<file path="src/rtl/hazard_pkg.sv">
// Shared definitions for the pipeline hazard controller.
// Latency: n/a (types, constants and a helper function only).
// Backpressure: n/a.
package hazard_pkg;

  // Controller states: normal flow, the single load-use bubble cycle,
  // and the data-memory wait.
  typedef enum logic [1:0] {
    RUN      = 2'd0,
    LU_STALL = 2'd1,
    MEM_WAIT = 2'd2
  } state_t;

  // Operand source selects for the EX stage muxes.
  localparam logic [1:0] FWD_RF    = 2'b00;
  localparam logic [1:0] FWD_EXMEM = 2'b10;
  localparam logic [1:0] FWD_MEMWB = 2'b01;

  // Default number of memory-wait cycles before the timeout flag is raised.
  localparam int MEM_TO_MAX_DEF = 255;

  // Saturating 16-bit increment for the event counters.
  function automatic logic [15:0] sat_inc16(input logic [15:0] v);
    return (v == 16'hFFFF) ? v : v + 16'd1;
  endfunction

endpackage

</file>
<file path="src/rtl/hazard_ctrl_fwd_unit.sv">
// Forwarding unit: selects EX operand sources from EX/MEM and MEM/WB.
// Latency: purely combinational, zero cycles.
// Backpressure: none; outputs follow the inputs every cycle.
//
// Ports: idex_rs/idex_rt are the EX operands, exmem_*/memwb_* describe the
// two in-flight writers, fwd_a/fwd_b are the select codes from hazard_pkg.
module fwd_unit
  import hazard_pkg::*;
(
  input  logic [4:0] idex_rs,
  input  logic [4:0] idex_rt,
  input  logic [4:0] exmem_rd,
  input  logic       exmem_reg_write,
  input  logic [4:0] memwb_rd,
  input  logic       memwb_reg_write,
  output logic [1:0] fwd_a,
  output logic [1:0] fwd_b
);

  // EX/MEM holds the younger result, so it wins over MEM/WB. Register 0 is
  // hard-wired zero and must never be forwarded.
  function automatic logic [1:0] fwd_sel(
    input logic [4:0] src,
    input logic [4:0] em_rd,
    input logic       em_we,
    input logic [4:0] mw_rd,
    input logic       mw_we
  );
    if (em_we && (em_rd != 5'd0) && (em_rd == src)) begin
      return FWD_EXMEM;
    end else if (mw_we && (mw_rd != 5'd0) && (mw_rd == src)) begin
      return FWD_MEMWB;
    end else begin
      return FWD_RF;
    end
  endfunction

  assign fwd_a = fwd_sel(idex_rs, exmem_rd, exmem_reg_write, memwb_rd, memwb_reg_write);
  assign fwd_b = fwd_sel(idex_rt, exmem_rd, exmem_reg_write, memwb_rd, memwb_reg_write);

endmodule

</file>
<file path="src/rtl/hazard_ctrl.sv">
// Pipeline hazard controller: load-use stall, branch/jump flush, memory wait.
// Latency: control outputs are combinational from state and inputs; state,
// counters and mem_err update on the next rising clk edge.
// Backpressure: dmem_ready=0 on an EX/MEM access freezes all four pipeline
// register enables until the memory completes.
//
// Ports: ifid_*/idex_*/exmem_*/memwb_* describe pipeline register contents;
// branch_taken/jump_id are control-flow events; dmem_ready is memory
// completion. Outputs are the four register enables, ifid_flush,
// idex_bubble, fwd_a/fwd_b, saturating stall_cnt/flush_cnt and sticky mem_err.
module hazard_ctrl
  import hazard_pkg::*;
#(
  parameter int MEM_TO_MAX = MEM_TO_MAX_DEF
) (
  input  logic        clk,
  input  logic        rst,
  input  logic [4:0]  ifid_rs,
  input  logic [4:0]  ifid_rt,
  input  logic [4:0]  idex_rs,
  input  logic [4:0]  idex_rt,
  input  logic        idex_mem_read,
  input  logic [4:0]  exmem_rd,
  input  logic        exmem_reg_write,
  input  logic        exmem_mem_access,
  input  logic [4:0]  memwb_rd,
  input  logic        memwb_reg_write,
  input  logic        branch_taken,
  input  logic        jump_id,
  input  logic        dmem_ready,
  output logic        pc_write,
  output logic        ifid_write,
  output logic        idex_write,
  output logic        exmem_write,
  output logic        ifid_flush,
  output logic        idex_bubble,
  output logic [1:0]  fwd_a,
  output logic [1:0]  fwd_b,
  output logic [15:0] stall_cnt,
  output logic [15:0] flush_cnt,
  output logic        mem_err
);

  localparam int                WAIT_W     = $clog2(MEM_TO_MAX + 1);
  localparam logic [WAIT_W-1:0] WAIT_LIMIT = WAIT_W'(MEM_TO_MAX);
  localparam logic [WAIT_W-1:0] WAIT_TRIP  = WAIT_W'(MEM_TO_MAX - 1);

  state_t            state;
  state_t            state_nxt;
  logic [WAIT_W-1:0] wait_cnt;

  logic       load_use;
  logic       mem_block;
  logic       mem_hold;
  logic       pc_en;
  logic       ifid_en;
  logic       idex_en;
  logic       exmem_en;
  logic       flush;
  logic       bubble;
  logic [1:0] fwd_a_raw;
  logic [1:0] fwd_b_raw;

  // A load in EX whose destination is read by the instruction in ID.
  assign load_use = idex_mem_read && (idex_rt != 5'd0) &&
                    ((idex_rt == ifid_rs) || (idex_rt == ifid_rt));

  // Memory access in EX/MEM that has not completed this cycle.
  assign mem_block = exmem_mem_access && !dmem_ready;

  fwd_unit u_fwd (
    .idex_rs         (idex_rs),
    .idex_rt         (idex_rt),
    .exmem_rd        (exmem_rd),
    .exmem_reg_write (exmem_reg_write),
    .memwb_rd        (memwb_rd),
    .memwb_reg_write (memwb_reg_write),
    .fwd_a           (fwd_a_raw),
    .fwd_b           (fwd_b_raw)
  );

  // Next state and raw control. Priority: memory wait, branch, load-use,
  // jump. The cycle that releases a memory wait is a plain pass-through.
  always_comb begin
    state_nxt = RUN;
    pc_en     = 1'b1;
    ifid_en   = 1'b1;
    idex_en   = 1'b1;
    exmem_en  = 1'b1;
    flush     = 1'b0;
    bubble    = 1'b0;
    mem_hold  = 1'b0;
    case (state)
      MEM_WAIT: begin
        if (!dmem_ready) begin
          mem_hold  = 1'b1;
          state_nxt = MEM_WAIT;
        end
      end
      RUN, LU_STALL: begin
        if (mem_block) begin
          mem_hold  = 1'b1;
          state_nxt = MEM_WAIT;
        end else if (branch_taken) begin
          // Wrong-path instructions in IF/ID and ID are both squashed.
          flush  = 1'b1;
          bubble = 1'b1;
        end else if (load_use && (state == RUN)) begin
          // Only one bubble per load: LU_STALL ignores the still-visible hazard.
          pc_en     = 1'b0;
          ifid_en   = 1'b0;
          bubble    = 1'b1;
          state_nxt = LU_STALL;
        end else if (jump_id) begin
          flush = 1'b1;
        end
      end
      default: state_nxt = RUN;
    endcase
    if (mem_hold) begin
      pc_en    = 1'b0;
      ifid_en  = 1'b0;
      idex_en  = 1'b0;
      exmem_en = 1'b0;
    end
  end

  // While reset is asserted the outputs show the idle values regardless of
  // whatever the pipeline inputs are doing.
  assign pc_write    = pc_en    | ~rst;
  assign ifid_write  = ifid_en  | ~rst;
  assign idex_write  = idex_en  | ~rst;
  assign exmem_write = exmem_en | ~rst;
  assign ifid_flush  = flush  & rst;
  assign idex_bubble = bubble & rst;
  assign fwd_a       = rst ? fwd_a_raw : FWD_RF;
  assign fwd_b       = rst ? fwd_b_raw : FWD_RF;

  // wait_cnt counts consecutive memory-hold cycles, including the cycle that
  // enters the wait, so the flag trips once dmem_ready has been low for
  // MEM_TO_MAX cycles. The wait itself carries on after the flag is set.
  always_ff @(posedge clk or negedge rst) begin
    if (!rst) begin
      state     <= RUN;
      stall_cnt <= 16'd0;
      flush_cnt <= 16'd0;
      mem_err   <= 1'b0;
      wait_cnt  <= '0;
    end else begin
      state <= state_nxt;
      if (!pc_write) begin
        stall_cnt <= sat_inc16(stall_cnt);
      end
      if (ifid_flush) begin
        flush_cnt <= sat_inc16(flush_cnt);
      end
      if (mem_hold) begin
        if (wait_cnt != WAIT_LIMIT) begin
          wait_cnt <= wait_cnt + WAIT_W'(1);
        end
        if (wait_cnt >= WAIT_TRIP) begin
          mem_err <= 1'b1;
        end
      end else begin
        wait_cnt <= '0;
      end
    end
  end

endmodule

</file>
<file path="config.mk">
export PLATFORM = sky130hd
export DESIGN_NAME = hazard_ctrl
export DESIGN_NICKNAME = d
export VERILOG_FILES = /design/src/rtl/hazard_pkg.sv /design/src/rtl/hazard_ctrl_fwd_unit.sv /design/src/rtl/hazard_ctrl.sv
export SDC_FILE = /design/constraint.sdc
export NUM_CORES = 1
export LEC_CHECK = 0
export ABC_AREA = 1
export CELL_PAD_IN_SITES_DETAIL_PLACEMENT = 1
export CELL_PAD_IN_SITES_GLOBAL_PLACEMENT = 2
export CORE_ASPECT_RATIO = 1.4
export CORE_UTILIZATION = 29
export CTS_BUF_LIST = sky130_fd_sc_hd__clkbuf_2
export DETAILED_ROUTE_END_ITERATION = 8
export MAX_ROUTING_LAYER = met4
export PLACE_DENSITY_LB_ADDON = 0.1
export SETUP_SLACK_MARGIN = 0.1
export SLEW_MARGIN = 10
export SYNTH_ARGS = -nofsm -noshare
export SYNTH_HDL_FRONTEND = slang
export SYNTH_SLANG_ARGS = --single-unit
</file>
<file path="constraint.sdc">
create_clock -name clk -period 2.4 [get_ports clk]
set_input_delay 0.24 -clock clk [delete_from_list [all_inputs] [get_ports clk]]
set_output_delay 0.24 -clock clk [all_outputs]
set_load 0.02 [all_outputs]
</file>
# Word level (Yosys, flattened, before mapping)
# Index checks and enable logic that the tools add are counted.
dict set report word_totals {
  input_bits 39
  out_inout_bits 43
  word_cells 80
  reg_bits 43
}
dict set report op_classes {
  reduce_logical 20
  mux 31
  bitwise 8
  n_eq_ne 12
  addsub 3
  magnitude_cmp 1
}
# op n
set ops {}
lappend ops {{adder 16 x 1 -> 16 bit (second input constant)} 2}
lappend ops {{equality test 16 bit (second input constant)} 2}
lappend ops {{equality test 5 bit} 6}
lappend ops {{2-to-1 mux 1 bit} 21}
lappend ops {{2-to-1 mux 8 bit} 2}
lappend ops {{nonzero test 5 bit} 3}
lappend ops {{2-to-1 mux 2 bit} 6}
lappend ops {{logical AND 1 bit} 10}
lappend ops {{adder 8 x 1 -> 8 bit (second input constant)} 1}
lappend ops {{>= comparator 8 bit (second input constant)} 1}
lappend ops {{!= test 8 bit (second input constant)} 1}
lappend ops {{AND reduction 2 bit} 3}
lappend ops {{NOT 1 bit} 4}
lappend ops {{one-hot mux 2 bit (2 select lines)} 1}
lappend ops {{AND 1 bit} 2}
lappend ops {{equality test 2 x 1 -> 1 bit (second input constant)} 1}
lappend ops {{equality test 2 bit (second input constant)} 1}
lappend ops {{logical NOT 2 bit} 1}
lappend ops {{!= test 2 x 1 -> 1 bit (second input constant)} 1}
lappend ops {{OR 1 bit} 2}
lappend ops {{one-hot mux 1 bit (2 select lines)} 1}
lappend ops {{OR reduction 2 bit} 1}
lappend ops {{logical NOT 1 bit} 1}
lappend ops {{logical OR 1 bit} 1}

# Depth between registers and ports, before layout
# Gate-level depths: netlist of the first run.
dict set report logic_depth {
  depth_word 12
  depth_mapped 14
  depth_no_buf 12
}

# Modules after synthesis
# Synthesis of the first run repeated with hierarchy kept, for this count alone.
dict set report unflattened {
  cells_unflattened 490
  hier_area_um2 3249.4
}
# mod seq_area_each_um2 area_per_inst_um2 n_inst cells_each
set by_module_without_submodules {}
lappend by_module_without_submodules {hazard_ctrl 1076.0 2886.5 1 409}
lappend by_module_without_submodules {fwd_unit 0.0 362.8 1 81}

# Least setup slack after synthesis of the first run
# Ideal clock, no wire load.
dict set report synth_timing {
  path_kind {flip-flop to flip-flop}
  startpoint {register stall_cnt[0]}
  endpoint {register stall_cnt[0]}
  stages_incl_launch_ff 10
  path_slack_ns 0.687
  setup_ns 0.117
  arrival_time_ns 1.595
  synth_period_minus_slack_ns 1.713
  path_buffers 1
  required_ns 2.283
  cell_sequence {dfrtp_1 ha_1 nand3_1 nor2_2 nand2_1 nor2_2 nand2_1 buf_2 nand3b_1 nand2_1}
}
dict set report synth_between {
  elab_chain_len 3
  word_cells_on_any_way 4
  classes_between {1 x add/sub; 1 x eq/ne; 1 x bitwise; 1 x reduce/logical}
}
# element line_no
set synth_rtl {}
lappend synth_rtl {{start: declaration} hazard_ctrl.sv:39} ;# output logic [15:0] stall_cnt,
lappend synth_rtl {{start signal: assignment} hazard_ctrl.sv:152} ;# stall_cnt <= sat_inc16(stall_cnt);
lappend synth_rtl {{parallel branches: the longest is 3 deep, another holds adder 16 x 1 -> 16 bit} -}
# Several ways; the timed one is not identified.
# A chain may end at the register's enable or synchronous reset.

# Final worst setup path of the first run
dict set report layout_timing {
  startpoint {input port exmem_rd[3]}
  endpoint {output port fwd_a[0]}
}
dict set report layout_between {
  elab_chain_len 5
  word_cells_on_any_way 6
  classes_between {1 x eq/ne; 2 x mux; 3 x reduce/logical}
}
# element line_no
set layout_rtl {}
lappend layout_rtl {{start: declaration} hazard_ctrl.sv:23} ;# input logic [4:0] exmem_rd,
lappend layout_rtl {{nonzero test 5 bit} hazard_ctrl_fwd_unit.sv:29} ;# if (em_we && (em_rd != 5'd0) && (em_rd == src)) begin
lappend layout_rtl {{logical AND 1 bit} hazard_ctrl_fwd_unit.sv:29}
lappend layout_rtl {{logical AND 1 bit *} hazard_ctrl_fwd_unit.sv:29}
lappend layout_rtl {{2-to-1 mux 2 bit *} hazard_ctrl_fwd_unit.sv:29}
lappend layout_rtl {{2-to-1 mux 2 bit *} hazard_ctrl.sv:136} ;# assign fwd_a = rst ? fwd_a_raw : FWD_RF;
lappend layout_rtl {{end: declaration} hazard_ctrl.sv:37} ;# output logic [1:0] fwd_a,
# Every way passes the cells marked *; elsewhere a longest branch is shown, timed or not.

==> key figures, run 1 <==
Clock tree
  – Worst skew pair latency: 0.44 ns
  – Worst-path clk slew: 0.22 ns
  – Root Buffer Master: clkbuf_2
  – Num CTS Buffers: 5
  – CTS max path bufs: 2
  – Total clock sinks: 43
  – Depth of the CTS H-tree: 2
  – CTS tree: yes

Placed design
  – IO buf count: 81
  – RD Place Congestion: 0.772
  – Worst slack at placement: -0.105 ns
  – Post-DP HPWL: 7200 µm

Timing
  – Clock Skews: 0.0262 ns
  – Hold Worst Slack: 0.135 ns
  – Worst slew margin: 0.699
  – Slew Viols, Final: 0
  – Setup TNS: 0 ns
  – FMAX: 460 MHz
  – RSZ-0062 raised after global routing: false
  – Final worst slack: 0.227 ns
  – Slew @ Worst Pin: 0.446 ns
  – Minimum clock period: 2.17 ns
  – Fin. Hold Viols: 0
  – # setup viols final: 0
  – Tcrit/Tclk final: 0.905

Power and ir drop
  – P_leak: 2.01 nW
  – Power per cell area: 463 mW/mm²
  – Maximum VDD drop: 289 µV

GRT
  – GRT Resource Usage Total: 0.183
  – Initial antenna violation count: 1
  – Gr ovfl total: 0
  – Largest net degree at the start of global routing: 29
  – First-pass GRT wire length: 15,400 µm
  – Vias in the first global route: 3,364

Setup path
  – Critical Path Start Type: primary input
  – Delay-heaviest family, CP: buffers and inverters
  – Setup CP Type: in2out
  – CP bufs+invs: 3
  – CP arrival: 1.93 ns
  – Worst endpoint required time: 2.16 ns
  – Peak fanout along the critical path: 3
  – Critical Path, Cell by Cell: clkdlybuf4s50_1 -> xor2_1 -> or2_2 -> nor4_2 -> buf_4 -> nor3_1 -> dlygate4sd2_1
  – Slowest cell on the critical path: clkdlybuf4s50_1
  – Worst stage delay on the critical path: 0.48 ns
  – Worst path depth: 7
  – Critical path endpoint category: primary output
  – Worst Reg-to-Reg Cells: 9

Status
  – Status: complete, no violations

Detailed routing
  – Drt via density: 4.74
  – Vias: 3,228
  – Total iterations of the first detailed-routing run: 4
  – Post-route DRC: 0
  – DR WL/cell: 13.4 µm
  – Final ANT Viol Nets: 0
  – Detailed Route WL: 9150 µm
  – Iter 0 DRT Violations: 65

Layout
  – Post-route core utilization: 0.418
  – Commonest non-fill, non-tap cell in the layout: nand2_1
  – # fillers: 1,315
  – Share of layout cells above drive strength 1: 0.0936
  – NumNets Final: 587
  – Commonest cells after routing, fill and taps aside: 130 x nand2_1, 66 x clkdlybuf4s50_1, 61 x inv_1, 44 x nand3_1, 42 x dfrtp_1
  – P&R area growth vs syn: 37.9%

Floorplan
  – Die Area: 0.0109 mm²
  – I/O pin cnt: 82
  – Std cell rows: 43
  – Die span in x: 88.6 µm
  – Core Area: 0.0101 mm²
  – Initial Utilization: 0.303
  – Die Y: 123 µm

Yosys
  – Post-Synthesis Net Count: 490
  – Post-synthesis register bit count: 43
  – Avg Cell Area, Syn: 6.82 µm²
  – Netlist cell types: 33
  – Yosys warns: 0
  – Synth Instances: 447
  – Post-synthesis sequential area ratio: 0.353
  – Post-Synthesis Cell Area: 0.00305 mm²

Run
  – Max_cap viols: 0

Hold path
  – Worst Hold Class: in2async
worst paths after layout:
kind	from	slack, ns	endpoint
worst min-delay path	rst	0.13	state[0]
worst max-delay path	exmem_rd[3]	0.23	fwd_a[0]
max in group asynchronous	rst	1.68	stall_cnt[4]
worst min register to register	wait_cnt[7]	0.49	wait_cnt[7]
min in group clk	branch_taken	0.42	state[0]
worst max register to register	stall_cnt[0]	0.42	stall_cnt[3]
cell families after synthesis:
logic type / synth area share
AOI/OAI and AO/OA: 0.0521
xor gates and xnor gates: 0.0776
adders and majority gates: 0.0164
buffers and inverters: 0.108
DFF: 0.353
and+or+nand+nor: 0.393
state kept, by name, indices dropped and copies added, names as in the netlist:
| signal | flops |
|---|---|
| wait_cnt | 8 |
| stall_cnt | 16 |
| mem_err | 1 |
| state | 2 |
| flush_cnt | 16 |
power breakdown:
group          switching [mW]  internal (mW)  total [mW]
combinational           0.320          0.292       0.612
sequential             0.0920          0.790       0.882
clock                   0.275          0.179       0.454
total                   0.686           1.26        1.95
cells in the mapped netlist (all sizes together):
cell / n / area (µm²)
o22ai: 3 / 18.8
o211ai: 1 / 7.51
o41ai: 1 / 8.76
o21ai: 6 / 30.0
nor4: 5 / 31.3
or2: 3 / 18.8
xor2: 16 / 140
a31o: 1 / 8.76
dfrtp: 43 / 1080
a21boi: 2 / 15.0
buf: 11 / 80.1
xnor2: 11 / 96.3
a21oi: 7 / 35.0
nor3: 14 / 70.1
a211oi: 2 / 15.0
a31oi: 2 / 12.5
nand3b: 3 / 22.5
nand3: 45 / 230
inv: 65 / 244
nor2: 43 / 166
ha: 4 / 50.1
nand4: 21 / 131
clkbuf: 1 / 3.75
o31ai: 1 / 7.51
nand2: 136 / 528
per-layer routing:
metal	routed length, µm	vias up	share of wire	track usage
li1	-	1619	-	-
met5	0	-	0	-
met3	293	5	0.032	0.0260
met2	4810	49	0.53	0.325
met1	3960	1555	0.43	0.212
met4	82	0	0.0090	0.0504
final cells by class:
type	instances	area, µm²	share of cell area
repair buffers	102	963	0.229
well taps	135	169	0.0402
flip-flops and latches	43	1080	0.256
multi-input cells	327	1680	0.399
inverters	65	244	0.0581
diodes	1	2.50	0.000595
clock inverters	3	46.3	0.0110
clock buffers	5	25.0	0.00595
timing repair:
| action | in CTS | in global routing |
|---|---|---|
| pin swaps | 0 | 0 |
| endpoints found under the hold margin | 43 | 0 |
| hold buffers | 1 | 0 |
| endpoints found under the setup margin | 8 | 18 |
| setup buffers | 0 | 0 |
| gates resized for setup | 13 | 8 |
worst reg2reg max path, stage by stage (launching register included):
cell and delay, ns:
dfrtp_1 0.47, ha_1 0.21, nand3_1 0.16, nor2_2 0.20
nand2_1 0.13, nor2_2 0.14, nand2_2 0.19, nand2_2 0.27
nand2_1 0.08, nand2_1 0.06
metrics by stage:
| step | instance area [µm²] | cells | power, mW |
|---|---|---|---|
| 2_1_floorplan | 3050 | 447 | 1.20 |
| 4_1_cts | 4180 | 680 | 1.99 |
| 6_report | 4200 | 681 | 1.95 |
| 3_5_place_dp | 4090 | 671 | 1.51 |
| 3_3_place_gp | 4090 | 671 | 1.50 |
| 5_1_grt | 4200 | 681 | 2.08 |
No activity file was read; power rests on OpenSTA's default activity.
==> run 2: changes to the inputs <==
- REMOVE_ABC_BUFFERS: default -> 1
==> key figures, run 2 (synthesis gave the netlist of run 1 again) <==
GRT
  – Gr ovfl total: 0 (unchanged)
  – GRT Resource Usage Total: 0.192 (+0.00873)
  – Vias in the first global route: 3,327 (-1.1%)
  – First-pass GRT wire length: 15,800 µm (+3.0%)
  – Largest net degree at the start of global routing: 35 (+21%)
  – Initial antenna violation count: 2 (+1)

Layout
  – Commonest non-fill, non-tap cell in the layout: nand2_1
  – Layout Cells excl Fill: 681 (unchanged)
  – Top Registers: flush_cnt (16), stall_cnt (16), wait_cnt (8)
  – Share of layout cells above drive strength 1: 0.0882 (-0.00534)
  – Commonest cells after routing, fill and taps aside: 131 x nand2_1, 66 x clkdlybuf4s50_1, 61 x inv_1, 44 x nand3_1, 42 x dfrtp_1
  – # fillers: 1,331 (+1.2%)
  – NumNets Final: 586 (-0.17%)
  – P&R area growth vs syn: 36.2%

Setup path
  – Setup CP Type: in2out
  – CP arrival: 1.91 ns (-0.02 ns)
  – Critical path endpoint category: primary output
  – Peak fanout along the critical path: 3 (unchanged)
  – Critical Path Start Type: primary input
  – Worst endpoint required time: 2.16 ns (about the same)

Clock tree
  – Setup bufs post-CTS: 0 (unchanged)
  – CTS tree: yes
  – Total clock sinks: 43 (unchanged)
  – Worst skew pair latency: 0.43 ns (about the same)
  – Root Buffer Master: clkbuf_2
  – Depth of the CTS H-tree: 2 (unchanged)
  – Worst-path clk slew: 0.25 ns (+0.03 ns)
  – CTS max path bufs: 2 (unchanged)
  – Num CTS Buffers: 5 (unchanged)

Timing
  – Setup TNS: 0 ns (unchanged)
  – FMAX: 464 MHz (+0.93%)
  – Fin. Hold Viols: 0 (unchanged)
  – Slew Viols, Final: 0 (unchanged)
  – Tcrit/Tclk final: 0.897 (-0.00833)
  – Worst slew margin: 0.669 (-0.0291)
  – Slew @ Worst Pin: 0.496 ns (+0.0495 ns)
  – # setup viols final: 0 (unchanged)
  – Minimum clock period: 2.15 ns (-0.0200 ns)
  – RSZ-0062 raised after global routing: false
  – Clock Skews: 0.0236 ns (-0.00253 ns)
  – Hold Worst Slack: 0.271 ns (+0.136 ns)

Power and ir drop
  – Maximum VDD drop: 354 µV (+22%)
  – Power per cell area: 443 mW/mm² (-4.4%)
  – P_leak: 1.98 nW (-1.4%)
  – Pwr Total: 1.84 mW (-5.6%)

Status
  – Status: complete, no violations

Detailed routing
  – Final ANT Viol Nets: 0 (unchanged)
  – Drt via density: 4.72 (-0.37%)
  – DR WL/cell: 13.8 µm (+2.6%)
  – Total iterations of the first detailed-routing run: 4 (unchanged)
  – Vias: 3,216 (-0.37%)
  – Iter 0 DRT Violations: 92 (+42%)
  – Post-route DRC: 0 (unchanged)
  – Detailed Route WL: 9390 µm (+2.6%)

Run
  – Max_cap viols: 0 (unchanged)

Floorplan
  – Die span in x: 88.6 µm (unchanged)
  – Die Y: 123 µm (unchanged)
  – I/O pin cnt: 82 (unchanged)
  – Initial Utilization: 0.303 (unchanged)
  – Die Area: 0.0109 mm² (unchanged)
  – Core Area: 0.0101 mm² (unchanged)
  – Std cell rows: 43 (unchanged)

Placed design
  – Placed Cells: 670 (-0.15%)
  – Post-DP HPWL: 7370 µm (+2.4%)
  – IO buf count: 81 (unchanged)
  – RD Place Congestion: 0.804 (+4.1%)

Hold path
  – Worst Hold Class: in2async
==> run 2: final cells by class <==
class	count	area [µm²]	share of cell area
tap	135	169	0.0407
antenna	2	5.00	0.00121
clock buffer	6	30.0	0.00723
inverter	65	244	0.0588
timing repair buffer	101	952	0.229
sequential	43	1080	0.259
multi-input combinational	327	1660	0.400
clock inverter	2	12.5	0.00301
==> run 2: worst max-delay path, cell delays in order <==
cell             delay, ns
clkdlybuf4s50_1       0.49
xor2_1                0.19
or2_2                 0.30
nor4_2                0.18
buf_4                 0.15
nor3_1                0.03
dlygate4sd2_1         0.34
==> run 2: metal layers <==
layer  up-vias  global-route usage  part of all wire
met2        53               0.347              0.52
li1       1624                   -                 -
met3         8              0.0220             0.026
met1      1531               0.215              0.43
met4         0              0.0645             0.018
met5         -                   -                 0
==> run 2: power breakdown <==
| part | switching (mW) | internal, mW |
|---|---|---|
| clock | 0.266 | 0.0742 |
| combinational | 0.319 | 0.290 |
| sequential | 0.0997 | 0.790 |
| total | 0.685 | 1.15 |
==> run 2: repair_timing <==
| action | in CTS | in global routing |
|---|---|---|
| hold endpoints to repair | 9 | 0 |
| resized for setup | 13 | 5 |
| hold buffers | 1 | 0 |
| setup endpoints to repair | 8 | 6 |
==> run 2: per-stage QoR <==
step	utilization	area [µm²]	worst slack [ns]
global placement	0.406	4090	-0.0951
CTS	0.411	4130	0.155
floorplan	-	2960	-0.367
detailed placement	0.406	4090	-0.122
finish	0.413	4150	0.247
global route	0.413	4150	0.0970
==> run 2: path summary, 6_finish.rpt <==
path / from / endpoint / slack, ns / cells after the start
setup / recovery: exmem_rd[3] / fwd_a[0] / 0.25 / 7
hold / removal: rst / wait_cnt[4] / 0.27 / 3
setup reg to reg: stall_cnt[0] / stall_cnt[15] / 0.36 / 11
hold reg to reg: wait_cnt[7] / wait_cnt[7] / 0.49 / 1
max in group asynchronous: rst / flush_cnt[7] / 1.40 / 4
min in group clk: branch_taken / state[0] / 0.43 / 2
==> run 3: changes to the inputs <==
- ABC_AREA: 1 -> default
- CORE_UTILIZATION: 29 -> 31
==> key figures, run 3 <==
Clock tree
  – Worst skew pair latency: 0.39 ns (-0.04 ns)
  – Num CTS Buffers: 5 (unchanged)
  – CTS tree: yes
  – Total clock sinks: 43 (unchanged)
  – Worst-path clk slew: 0.21 ns (-0.04 ns)
  – Depth of the CTS H-tree: 2 (unchanged)
  – CTS max path bufs: 2 (unchanged)
  – Root Buffer Master: clkbuf_2

Setup path
  – CP bufs+invs: 2 (-1)
  – Critical Path Start Type: primary input
  – Peak fanout along the critical path: 2 (-1)
  – Worst setup path startpoint: exmem_rd[1]
  – Worst R2R Start: flush_cnt[8]
  – Slowest cell on the critical path: or4_1
  – Worst endpoint required time: 2.16 ns (about the same)
  – Setup CP Type: in2out
  – Delay-heaviest family, CP: simple AND/OR/NAND/NOR gates
  – CP arrival: 2.00 ns (+0.09 ns)
  – Worst stage delay on the critical path: 0.55 ns (+0.06 ns)
  – Critical path endpoint category: primary output
  – Critical Path, Cell by Cell: clkdlybuf4s50_1 -> or4_1 -> o21ai_2 -> nor4_2 -> nor4_1 -> buf_2

GRT
  – Initial antenna violation count: 0 (-2)
  – GRT met2 Usage: 0.310 (-0.0371)
  – Gr ovfl total: 0 (unchanged)
  – Vias in the first global route: 2,461 (-26%)
  – Largest net degree at the start of global routing: 24 (-31%)
  – First-pass GRT wire length: 12,100 µm (-24%)
  – Grt met1 use: 0.213 (-0.00254)
  – GRT Resource Usage Total: 0.178 (-0.0134)
  – Gr busiest metal: met2
  – Met3 usage: 0.0264 (+0.00442)

Floorplan
  – Std cell rows: 39 (-9.3%)
  – Die span in x: 79.6 µm (-10%)
  – Core Area: 0.00815 mm² (-19%)
  – Die Area: 0.00880 mm² (-19%)
  – I/O pin cnt: 82 (unchanged)
  – Die Y: 111 µm (-10%)
  – Initial Utilization: 0.320 (+0.0175)

Yosys
  – Area share of the largest cell type after synthesis: 0.412 (+0.0590)
  – Ys async rst share: 1.00 (unchanged)
  – Primary FF master, synth: dfrtp_1
  – Post-synth EDFFs: 0 (unchanged)
  – Avg Cell Area, Syn: 10.2 µm² (+49%)
  – Cell with the most instances after synthesis: dfrtp_1
  – Area leader, netlist: dfrtp_1
  – Netlist cell types: 47 (+42%)
  – Yosys warns: 0 (unchanged)
  – Commonest cells post-synth: 43 x dfrtp_1, 32 x xnor2_1, 28 x xor2_1
  – Synth Instances: 257 (-43%)
  – Top post-synthesis cells by area: dfrtp_1 41%, xnor2_1 11%, xor2_1 9.4%
  – Post-synthesis register bit count: 43 (unchanged)
  – Post-Synthesis Cell Area: 0.00261 mm² (-14%)
  – Post-synthesis sequential area ratio: 0.412 (+0.0590)

Power and ir drop
  – Maximum VDD drop: 419 µV (+18%)
  – P_leak: 1.64 nW (-17%)
  – Power per cell area: 557 mW/mm² (+26%)

Layout
  – Commonest cells after routing, fill and taps aside: 66 x clkdlybuf4s50_1, 42 x dfrtp_1, 35 x buf_4, 32 x xnor2_1, 28 x xor2_1
  – Layout Cells excl Fill: 474 (-30%)
  – N_diodes: 0 (-2)
  – Post-route core utilization: 0.469 (+0.0560)
  – Top Registers: flush_cnt (16), stall_cnt (16), wait_cnt (8)
  – P&R area growth vs syn: 46.2%
  – NumNets Final: 414 (-29%)
  – Commonest non-fill, non-tap cell in the layout: clkdlybuf4s50_1
  – Share of layout cells above drive strength 1: 0.194 (+0.105)

Detailed routing
  – Vias: 2,300 (-28%)
  – Detailed Route WL: 7150 µm (-24%)
  – Iter 0 DRT Violations: 39 (-58%)
  – Drt via density: 4.85 (+2.7%)
  – Post-route DRC: 0 (unchanged)
  – Total iterations of the first detailed-routing run: 3 (-1)
  – DR WL/cell: 15.1 µm (+9.3%)
  – Final ANT Viol Nets: 0 (unchanged)

Timing
  – Fin. Hold Viols: 0 (unchanged)
  – Clock Skews: 0.0164 ns (-0.00726 ns)
  – RSZ-0062 raised after global routing: true
  – FMAX: 447 MHz (-3.7%)
  – Slew @ Worst Pin: 1.01 ns (+0.512 ns)
  – # setup viols final: 0 (unchanged)
  – Tcrit/Tclk final: 0.931 (+0.0343)
  – Minimum clock period: 2.24 ns (+0.0824 ns)
  – Worst slew margin: 0.326 (-0.343)
  – Slew Viols, Final: 0 (unchanged)

Placed design
  – Placed Cells: 463 (-31%)
  – RD Place Congestion: 0.780 (-3.0%)
  – Post-DP HPWL: 5510 µm (-25%)
  – IO buf count: 81 (unchanged)

Hold path
  – Worst Hold Class: in2reg
  – Worst hold start: exmem_mem_access

Status
  – Status: complete, no violations

Run
  – Max_cap viols: 0 (unchanged)
run 3: cell types whose count changed in the layout (fill, tap and decap cells not counted), sizes merged, moves of 9 or more:
| cell | before | now |
|---|---|---|
| and3 | 0 | 11 |
| buf | 20 | 39 |
| dlygate4sd2 | 11 | 1 |
| inv | 65 | 9 |
| nand2 | 136 | 12 |
| nand3 | 45 | 17 |
| nand4 | 21 | 12 |
| nor2 | 43 | 19 |
| nor3 | 14 | 3 |
| xnor2 | 11 | 32 |
| xor2 | 16 | 28 |
run 3: path summary, 6_finish.rpt:
check / end / slack [ns] / cells past startpoint
setup / recovery: fwd_a[0] / 0.16 / 6
hold / removal: state[0] / 0.50 / 2
setup reg to reg: flush_cnt[1] / 0.27 / 6
hold reg to reg: stall_cnt[15] / 0.51 / 1
max in group asynchronous: state[1] / 0.48 / 4
min in group asynchronous: flush_cnt[12] / 0.52 / 4
run 3: cell type report:
type / instances / area (µm²)
repair buffers: 117 / 1070
flip-flops and latches: 43 / 1080
clock inverters: 2 / 12.5
well taps: 102 / 128
multi-input cells: 195 / 1460
fillers: 927 / 4330
clock buffers: 6 / 30.0
inverters: 9 / 33.8
run 3: power by group:
group	internal, mW	switching [mW]
clock network	0.0745	0.242
registers	0.838	0.133
logic	0.434	0.407
total	1.35	0.782
run 3: kinds of logic after synthesis:
family | Yosys count | share of synthesized area
and+or+nand+nor | 101 | 0.220
xor gates and xnor gates | 60 | 0.201
DFF | 43 | 0.412
AOI/OAI and AO/OA | 25 | 0.0848
buffers and inverters | 19 | 0.0407
muxes | 5 | 0.0216
adders and majority gates | 4 | 0.0192
run 3: worst register-to-register path, delay by kind of cell (launching register included):
family | cells | cell delay [ns]
compound gates | 2 | 0.42
flops | 1 | 0.46
simple gates | 3 | 0.83
mux | 1 | 0.34
run 3: metrics by stage:
step | worst slack, ns | hold WS (ns) | total power, mW | setup TNS [ns] | instance area [µm²]
floorplan | 0.138 | -0.0556 | 1.37 | 0 | 2540
global placement | -0.302 | 0.323 | 1.82 | -4.04 | 3720
detailed placement | -0.376 | 0.322 | 1.83 | -4.69 | 3720
CTS | 0.0824 | 0.470 | 2.17 | 0 | 3780
global route | 0.0287 | 0.492 | 2.26 | 0 | 3820
finish | 0.165 | 0.497 | 2.13 | 0 | 3820
run 3: metal layers:
metal | up-vias | wire length, µm
li1 | 1116 | -
met1 | 1132 | 3090
met2 | 47 | 3720
met3 | 5 | 269
met4 | 0 | 67
met5 | - | 0
run 3: what timing repair did:
| action | in CTS | in global routing |
|---|---|---|
| pin swaps | 1 | 2 |
| buffers inserted | 0 | 1 |
| hold buffers | 2 | 0 |
| endpoints found under the setup margin | 8 | 19 |
| endpoints found under the hold margin | 21 | 0 |
| resized for setup | 31 | 12 |
